### src/rtl/alu_mdu_seq_if.sv
// Issue/result bundle between the EX-stage control and the ALU/MDU.
// The master side issues operations; the slave side returns results and HI/LO.
interface alu_mdu_seq_if #(
    parameter int unsigned WIDTH = 32
);
    logic             InValid;
    logic             InReady;
    logic             Flush;
    logic [3:0]       ALUControl;
    logic [WIDTH-1:0] A;
    logic [WIDTH-1:0] B;
    logic             OutValid;
    logic [WIDTH-1:0] ALUResult;
    logic             Zero;
    logic             Overflow;
    logic             Busy;
    logic [WIDTH-1:0] HI;
    logic [WIDTH-1:0] LO;

    modport master (
        output InValid, Flush, ALUControl, A, B,
        input  InReady, OutValid, ALUResult, Zero, Overflow, Busy, HI, LO
    );

    modport slave (
        input  InValid, Flush, ALUControl, A, B,
        output InReady, OutValid, ALUResult, Zero, Overflow, Busy, HI, LO
    );
endinterface

### src/rtl/alu_mdu_seq.sv
// Registered EX-stage ALU with an iterative multiply/divide unit and HI/LO.
// Single-cycle ops answer on the next cycle; MDU ops take WIDTH+2 cycles.
module alu_mdu_seq #(
    parameter int unsigned WIDTH = 32,
    parameter int unsigned CNT_W = $clog2(WIDTH) + 1
) (
    input  logic            Clk,
    input  logic            Rst_n,
    alu_mdu_seq_if.slave    bus
);

    localparam logic [3:0] OP_AND  = 4'd0;
    localparam logic [3:0] OP_OR   = 4'd1;
    localparam logic [3:0] OP_ADD  = 4'd2;
    localparam logic [3:0] OP_SLTU = 4'd3;
    localparam logic [3:0] OP_XOR  = 4'd4;
    localparam logic [3:0] OP_SUB  = 4'd6;
    localparam logic [3:0] OP_SLT  = 4'd7;
    localparam logic [3:0] OP_NOR  = 4'd12;
    localparam logic [3:0] OP_MFHI = 4'd13;
    localparam logic [3:0] OP_MFLO = 4'd14;

    typedef enum logic [2:0] {S_IDLE, S_MUL, S_DIV, S_FIX, S_DONE} state_e;

    state_e             state_q, state_d;
    logic [CNT_W-1:0]   cnt_q, cnt_d;
    logic [WIDTH-1:0]   acc_q, acc_d;
    logic [WIDTH-1:0]   mq_q, mq_d;
    logic [WIDTH-1:0]   opb_q, opb_d;
    logic [WIDTH-1:0]   dvd_q, dvd_d;
    logic               neg_q, neg_d;
    logic               rneg_q, rneg_d;
    logic               div0_q, div0_d;
    logic               isdiv_q, isdiv_d;
    logic [WIDTH-1:0]   hi_q, hi_d;
    logic [WIDTH-1:0]   lo_q, lo_d;
    logic [WIDTH-1:0]   res_q, res_d;
    logic               zero_q, zero_d;
    logic               ovf_q, ovf_d;
    logic               ovalid_q, ovalid_d;

    logic               accept;
    logic               is_mdu;
    logic               sgn_op;
    logic               a_neg, b_neg;
    logic [WIDTH-1:0]   mag_a, mag_b;
    logic [WIDTH-1:0]   sum, diff;
    logic [WIDTH-1:0]   sc_res;
    logic               sc_ovf;
    logic [WIDTH:0]     mstep;
    logic [WIDTH:0]     shifted;
    logic               qbit;
    logic [2*WIDTH-1:0] prod;

    assign accept = bus.InValid && !bus.Flush && (state_q == S_IDLE);
    assign is_mdu = (bus.ALUControl[3:2] == 2'b10);
    assign sgn_op = !bus.ALUControl[0];
    assign a_neg  = sgn_op && bus.A[WIDTH-1];
    assign b_neg  = sgn_op && bus.B[WIDTH-1];
    assign mag_a  = a_neg ? -bus.A : bus.A;
    assign mag_b  = b_neg ? -bus.B : bus.B;

    assign sum  = bus.A + bus.B;
    assign diff = bus.A - bus.B;

    // Multiply keeps {acc, mq} as the partial product, multiplier shifting out of mq.
    assign mstep   = {1'b0, acc_q} + (mq_q[0] ? {1'b0, opb_q} : '0);
    // Divide shifts the dividend out of mq's MSB while quotient bits enter at the LSB.
    assign shifted = {acc_q, mq_q[WIDTH-1]};
    assign qbit    = (shifted >= {1'b0, opb_q});
    assign prod    = {acc_q, mq_q};

    always_comb begin
        sc_res = '0;
        sc_ovf = 1'b0;
        case (bus.ALUControl)
            OP_AND:  sc_res = bus.A & bus.B;
            OP_OR:   sc_res = bus.A | bus.B;
            OP_XOR:  sc_res = bus.A ^ bus.B;
            OP_NOR:  sc_res = ~(bus.A | bus.B);
            OP_ADD: begin
                sc_res = sum;
                sc_ovf = (bus.A[WIDTH-1] == bus.B[WIDTH-1]) && (sum[WIDTH-1] != bus.A[WIDTH-1]);
            end
            OP_SUB: begin
                sc_res = diff;
                sc_ovf = (bus.A[WIDTH-1] != bus.B[WIDTH-1]) && (diff[WIDTH-1] != bus.A[WIDTH-1]);
            end
            OP_SLT:  sc_res = WIDTH'($signed(bus.A) < $signed(bus.B));
            OP_SLTU: sc_res = WIDTH'(bus.A < bus.B);
            OP_MFHI: sc_res = hi_q;
            OP_MFLO: sc_res = lo_q;
            default: sc_res = '0;
        endcase
    end

    always_comb begin
        state_d  = state_q;
        cnt_d    = cnt_q;
        acc_d    = acc_q;
        mq_d     = mq_q;
        opb_d    = opb_q;
        dvd_d    = dvd_q;
        neg_d    = neg_q;
        rneg_d   = rneg_q;
        div0_d   = div0_q;
        isdiv_d  = isdiv_q;
        hi_d     = hi_q;
        lo_d     = lo_q;
        res_d    = res_q;
        zero_d   = zero_q;
        ovf_d    = ovf_q;
        ovalid_d = 1'b0;
        case (state_q)
            S_IDLE: begin
                if (accept && is_mdu) begin
                    state_d = bus.ALUControl[1] ? S_DIV : S_MUL;
                    cnt_d   = '0;
                    acc_d   = '0;
                    mq_d    = mag_a;
                    opb_d   = mag_b;
                    dvd_d   = bus.A;
                    neg_d   = a_neg ^ b_neg;
                    rneg_d  = a_neg;
                    div0_d  = (bus.B == '0);
                    isdiv_d = bus.ALUControl[1];
                end else if (accept) begin
                    res_d    = sc_res;
                    zero_d   = (sc_res == '0);
                    ovf_d    = sc_ovf;
                    ovalid_d = 1'b1;
                end
            end
            S_MUL: begin
                if (bus.Flush) begin
                    state_d = S_IDLE;
                end else begin
                    acc_d = mstep[WIDTH:1];
                    mq_d  = {mstep[0], mq_q[WIDTH-1:1]};
                    cnt_d = cnt_q + CNT_W'(1);
                    if (cnt_q == CNT_W'(WIDTH - 1)) state_d = S_FIX;
                end
            end
            S_DIV: begin
                if (bus.Flush) begin
                    state_d = S_IDLE;
                end else begin
                    acc_d = WIDTH'(qbit ? (shifted - {1'b0, opb_q}) : shifted);
                    mq_d  = {mq_q[WIDTH-2:0], qbit};
                    cnt_d = cnt_q + CNT_W'(1);
                    if (cnt_q == CNT_W'(WIDTH - 1)) state_d = S_FIX;
                end
            end
            S_FIX: begin
                if (bus.Flush) begin
                    state_d = S_IDLE;
                end else begin
                    state_d = S_DONE;
                    if (!isdiv_q) begin
                        {acc_d, mq_d} = neg_q ? -prod : prod;
                    end else if (div0_q) begin
                        mq_d  = '1;
                        acc_d = dvd_q;
                    end else begin
                        if (neg_q)  mq_d  = -mq_q;
                        if (rneg_q) acc_d = -acc_q;
                    end
                end
            end
            S_DONE: begin
                state_d = S_IDLE;
                if (!bus.Flush) begin
                    hi_d     = acc_q;
                    lo_d     = mq_q;
                    res_d    = mq_q;
                    zero_d   = (mq_q == '0);
                    ovf_d    = 1'b0;
                    ovalid_d = 1'b1;
                end
            end
            default: state_d = S_IDLE;
        endcase
    end

    always_ff @(posedge Clk or negedge Rst_n) begin
        if (!Rst_n) begin
            state_q  <= S_IDLE;
            cnt_q    <= '0;
            acc_q    <= '0;
            mq_q     <= '0;
            opb_q    <= '0;
            dvd_q    <= '0;
            neg_q    <= 1'b0;
            rneg_q   <= 1'b0;
            div0_q   <= 1'b0;
            isdiv_q  <= 1'b0;
            hi_q     <= '0;
            lo_q     <= '0;
            res_q    <= '0;
            zero_q   <= 1'b1;
            ovf_q    <= 1'b0;
            ovalid_q <= 1'b0;
        end else begin
            state_q  <= state_d;
            cnt_q    <= cnt_d;
            acc_q    <= acc_d;
            mq_q     <= mq_d;
            opb_q    <= opb_d;
            dvd_q    <= dvd_d;
            neg_q    <= neg_d;
            rneg_q   <= rneg_d;
            div0_q   <= div0_d;
            isdiv_q  <= isdiv_d;
            hi_q     <= hi_d;
            lo_q     <= lo_d;
            res_q    <= res_d;
            zero_q   <= zero_d;
            ovf_q    <= ovf_d;
            ovalid_q <= ovalid_d;
        end
    end

    assign bus.InReady   = (state_q == S_IDLE);
    assign bus.Busy      = (state_q == S_MUL) || (state_q == S_DIV) || (state_q == S_FIX);
    assign bus.OutValid  = ovalid_q;
    assign bus.ALUResult = res_q;
    assign bus.Zero      = zero_q;
    assign bus.Overflow  = ovf_q;
    assign bus.HI        = hi_q;
    assign bus.LO        = lo_q;

endmodule

### src/flat_wrapper.sv
// flat-port wrapper written by rule: the top's interface ports become plain ports
module alu_mdu_seq_flat 
#(
    parameter int unsigned WIDTH = 32,
    parameter int unsigned CNT_W = $clog2(WIDTH) + 1
)
  (Clk, Rst_n, bus_InValid, bus_Flush, bus_ALUControl, bus_A, bus_B, bus_InReady, bus_OutValid, bus_ALUResult, bus_Zero, bus_Overflow, bus_Busy, bus_HI, bus_LO);
  alu_mdu_seq_if #(.WIDTH(WIDTH)) bus_i ();
  input  logic Clk;
  input  logic Rst_n;
  input wire logic [$bits(bus_i.InValid)-1:0] bus_InValid;
  input wire logic [$bits(bus_i.Flush)-1:0] bus_Flush;
  input wire logic [$bits(bus_i.ALUControl)-1:0] bus_ALUControl;
  input wire logic [$bits(bus_i.A)-1:0] bus_A;
  input wire logic [$bits(bus_i.B)-1:0] bus_B;
  output wire logic [$bits(bus_i.InReady)-1:0] bus_InReady;
  output wire logic [$bits(bus_i.OutValid)-1:0] bus_OutValid;
  output wire logic [$bits(bus_i.ALUResult)-1:0] bus_ALUResult;
  output wire logic [$bits(bus_i.Zero)-1:0] bus_Zero;
  output wire logic [$bits(bus_i.Overflow)-1:0] bus_Overflow;
  output wire logic [$bits(bus_i.Busy)-1:0] bus_Busy;
  output wire logic [$bits(bus_i.HI)-1:0] bus_HI;
  output wire logic [$bits(bus_i.LO)-1:0] bus_LO;
  assign bus_i.InValid = bus_InValid;
  assign bus_i.Flush = bus_Flush;
  assign bus_i.ALUControl = bus_ALUControl;
  assign bus_i.A = bus_A;
  assign bus_i.B = bus_B;
  assign bus_InReady = bus_i.InReady;
  assign bus_OutValid = bus_i.OutValid;
  assign bus_ALUResult = bus_i.ALUResult;
  assign bus_Zero = bus_i.Zero;
  assign bus_Overflow = bus_i.Overflow;
  assign bus_Busy = bus_i.Busy;
  assign bus_HI = bus_i.HI;
  assign bus_LO = bus_i.LO;
  alu_mdu_seq #(.WIDTH(WIDTH), .CNT_W(CNT_W)) u_core (.Clk(Clk), .Rst_n(Rst_n), .bus(bus_i));
endmodule
### config.mk
export PLATFORM = sky130hd
export DESIGN_NAME = alu_mdu_seq_flat
export DESIGN_NICKNAME = d
export VERILOG_FILES = /design/src/rtl/alu_mdu_seq_if.sv /design/src/rtl/alu_mdu_seq.sv /design/src/flat_wrapper.sv
export SDC_FILE = /design/constraint.sdc
export NUM_CORES = 1
export LEC_CHECK = 0
export BUFFER_PORTS_ARGS = -buffer_cell sky130_fd_sc_hd__buf_2
export CORE_MARGIN = 4
export CORE_UTILIZATION = 45
export CTS_CLUSTER_SIZE = 28
export DETAILED_ROUTE_END_ITERATION = 8
export GPL_ROUTABILITY_DRIVEN = 0
export HOLD_SLACK_MARGIN = 0.08
export PLACE_DENSITY_LB_ADDON = 0.15
export SYNTH_ARGS = -nofsm -noshare
export SYNTH_HDL_FRONTEND = slang
export SYNTH_SLANG_ARGS = --single-unit
### constraint.sdc
create_clock -name Clk -period 4 [get_ports Clk]
set_input_delay 0.4 -clock Clk [delete_from_list [all_inputs] [get_ports Clk]]
set_output_delay 0.4 -clock Clk [all_outputs]
set_load 0.03 [all_outputs]
==> out/qor.yml <==
outcome:
  status: "finished, final reports clean"
synth:
  synth_xor_area_frac: 0.0487
  synth_fa_ha_area_frac: 0.0974
  synth_area_per_cell_um2: 7.81
  synth_top_family_by_area: "compound AO/OA/AOI/OAI gates"
  synth_cell_types: 105
  synth_seq_cells: 240
  synth_area_um2: 23600
  synth-simple-area-share: 0.199
  synth-edff-count: 0
  syn_inst: 3018
  synth_compound_area_frac: 0.290
  synthArstFlopShare: 1.00
  yosysWarnings: 0
  syn_nets: 3271
  yosys_most_used_dff: "dfrtp_1"
  ys_seq_area_frac: 0.255
  synth_mux_area_frac: 0.0507
pwr:
  p_sw_frac: 0.510
  pwr-share-clk: 0.147
  p_comb_frac: 0.597
  internal-power_mw: 9.57
  powerDensity_nw_per_um2: 709
  vdd_ir_drop_max_mv: 0.393
  switching_power_mw: 9.96
  power_frac_seq: 0.255
  p_leak_nw: 12.7
drt:
  wl_mm: 106
  viasPerCell: 6.69
  route.detailed.drc: 0
  wl_per_cell_um: 26.8
  first_pass_iters: 7
  drt.antenna.violating_nets: 0
  num_vias: 26503
  dr.first_iter.drc_count: 4183
sta:
  finalMaxSlewViolations: 0
  setup_viol: 0
  skew_ps: 26.3
  tightest_slew_ps: 1210
  hold_violations: 0
  period_share: 0.953
  slew-limit-headroom: 0.196
  fin_crit_ps: 3810
  fmax_ghz: 0.262
grt:
  overflow: 0
  grt_pass1_wl_mm: 156
  antenna_found_initial: 6
  grt_start_max_net_pins: 98
  grt_usage: 0.358
  gr-usage-met1: 0.471
  grt_use_met2: 0.536
  grt_pass1_vias: 25089
  grt_util_met3: 0.0795
  grt-busiest-layer: "met2"
placement:
  place_area_um2: 26500
  portBuffers: 172
  post-dp-hpwl_mm: 81.9
layout:
  final_cell_mix: "291 x nand2_1, 268 x nor2_1, 248 x o21ai_0"
  layout-drive-gt1-share: 0.188
  final_net_count: 3512
  fin_util: 0.534
  n_fill_cell: 4869
  layout_commonest_cell: "nand2_1"
  fin_area_um2: 27500
  syn2layout_area_growth_pct: 16.9
floorplan:
  die_y_um: 237
  start_util: 0.457
  chipWidth_um: 237
  io_pins: 173
  die_area_um2: 56100
  core_area_um2: 51600
  row_count: 83
setup_path:
  slowest_delay_ps: 430
  crit_slowest_cell: "dfrtp_1"
  crit_fanout: 5
  critPathLaunchType: "flop"
  arrival_ps: 4280
  worstPathRequired_ps: 4470
  path_class: "reg -> reg"
  path_delay_family: "compound AO/OA/AOI/OAI gates"
  r2r_start: "u_core.mq_q[0]"
  critPathMostFrequentCell: "a221o_1"
  critical_path_buf_inv_count: 3
  path_cells: "inv_2 -> buf_4 -> nor2_1 -> ha_1 -> a21o_1 -> a221o_1 -> a221o_1 -> a221o_1 -> nand3_1 -> a21oi_1 -> o41ai_2 -> buf_4 -> o21ai_0 -> and4_1 -> a221o_1"
  startpoint: "u_core.mq_q[0]"
  crit_path_end_kind: "flop"
min_path:
  worstHoldStart: "bus_Flush"
  hp-class: "in -> reg"
run:
  drv_cap: 0
clock_tree:
  numCtsBuffers: 30
  clock-sinks: 240
  cts_tree: "built"
  clk_latency_ps: 590
  path_clk_slew_ps: 60
  htree_levels: 1
  ctsLongestPathBuffers: 3
  clock-root-buffer: "clkbuf_16"
[repair_timing]
action / in CTS / in global routing
setup endpoints to repair: 0 / 12
hold endpoints to repair: 94 / 0
hold buffers: 1 / 0
buffers inserted: 0 / 1
gates resized for setup: 0 / 10
[synth_stat cells (13+ instances only)]
cell type,number,share of area
a211oi_1,35,0.011
a21o_1,56,0.018
a21oi_1,228,0.048
a221o_1,22,0.0093
a221oi_1,34,0.013
a222oi_1,13,0.0055
a22oi_1,36,0.011
a31oi_1,55,0.015
and2_1,20,0.0053
and3_1,23,0.0061
buf_1,23,0.0037
buf_2,21,0.0045
clkbuf_1,165,0.026
dfrtp_1,239,0.25
ha_1,177,0.094
inv_1,149,0.024
mux2_2,74,0.035
mux2i_1,36,0.015
nand2_1,293,0.047
nand2b_1,19,0.0050
nand3_1,70,0.015
nand4_1,27,0.0072
nor2_1,270,0.043
nor2b_1,31,0.0082
nor3_1,81,0.017
nor4_1,40,0.011
o2111ai_1,15,0.0056
o211ai_1,26,0.0083
o21a_1,16,0.0051
o21ai_0,249,0.053
o21ai_1,14,0.0030
o21bai_1,20,0.0064
o22ai_1,13,0.0035
o31ai_1,27,0.0086
or3_1,21,0.0056
xnor2_1,99,0.037
xor2_1,32,0.012
[registers in the layout, summed over array words and instances, names as in the netlist]
name and flops:
u_core.div0_q 1, u_core.bus.OutValid 1, u_core.bus.HI 32, u_core.bus.Zero 1
u_core.state_q 3, u_core.isdiv_q 1, u_core.bus.Overflow 1, u_core.opb_q 32
u_core.mq_q 32, u_core.dvd_q 32, u_core.bus.ALUResult 32, u_core.acc_q 32
u_core.bus.LO 32, u_core.neg_q 1, u_core.cnt_q 6, u_core.rneg_q 1
[stage by stage]
stage / cells / setup TNS, ps / hold slack [ps] / power [mW] / setup WS [ps]
2_1_floorplan: 3018 / 0 / 104 / 12.0 / 363
3_3_place_gp: 3905 / -202 / 449 / 15.9 / -132
3_5_place_dp: 3905 / -208 / 457 / 16.2 / -112
4_1_cts: 3961 / 0 / 138 / 19.1 / 83.6
5_1_grt: 3964 / -10.8 / 172 / 20.6 / -10.8
6_report: 3964 / 0 / 152 / 19.5 / 189
[logic make-up after synthesis]
family / after synthesis
AO/OA/AOI/OAI: 1025
AND/OR/NAND/NOR: 967
buffers and inverters: 364
flip-flops: 240
adder cells (fa/ha/maj): 181
XOR/XNOR: 131
multiplexers: 110
[worst paths after layout]
path	end	slack, ps	depth (start not counted)
worst max register to register	u_core.acc_q[31]	190	15
max in group asynchronous	u_core.acc_q[15]	2500	3
worst min register to register	u_core.bus.ALUResult[12]	470	2
worst min-delay path	u_core.state_q[2]	150	2
worst max-delay path	u_core.acc_q[31]	190	15
min in group asynchronous	u_core.bus.LO[8]	420	2
[power groups by stage]
stage	logic (mW)	registers, mW	clock network, mW
finish	11.7	4.98	2.88
global route	12.6	5.05	3.00
CTS	11.4	4.87	2.90
detailed placement	11.3	4.90	0
global placement	11.1	4.87	0
floorplan	7.25	4.73	0
[cell type report]
class,instances,area (um^2),share of cell area
inverters,152,571,0.0207
multi-input cells,2414,16300,0.592
well taps,680,851,0.0309
clock inverters,16,179,0.00650
repair buffers,421,2780,0.101
flip-flops and latches,240,6010,0.218
diodes,2,5.00,0.000182
clock buffers,39,856,0.0311
[metal layers]
metal  wire length [um]  part of all wire  up-vias
met5                 14           0.00013        -
met4               8420             0.079        2
met3              13200              0.12      452
met2              44500              0.42     1927
met1              40000              0.38    12498
li1                   -                 -    11624
(Power assumes the default switching activity.)
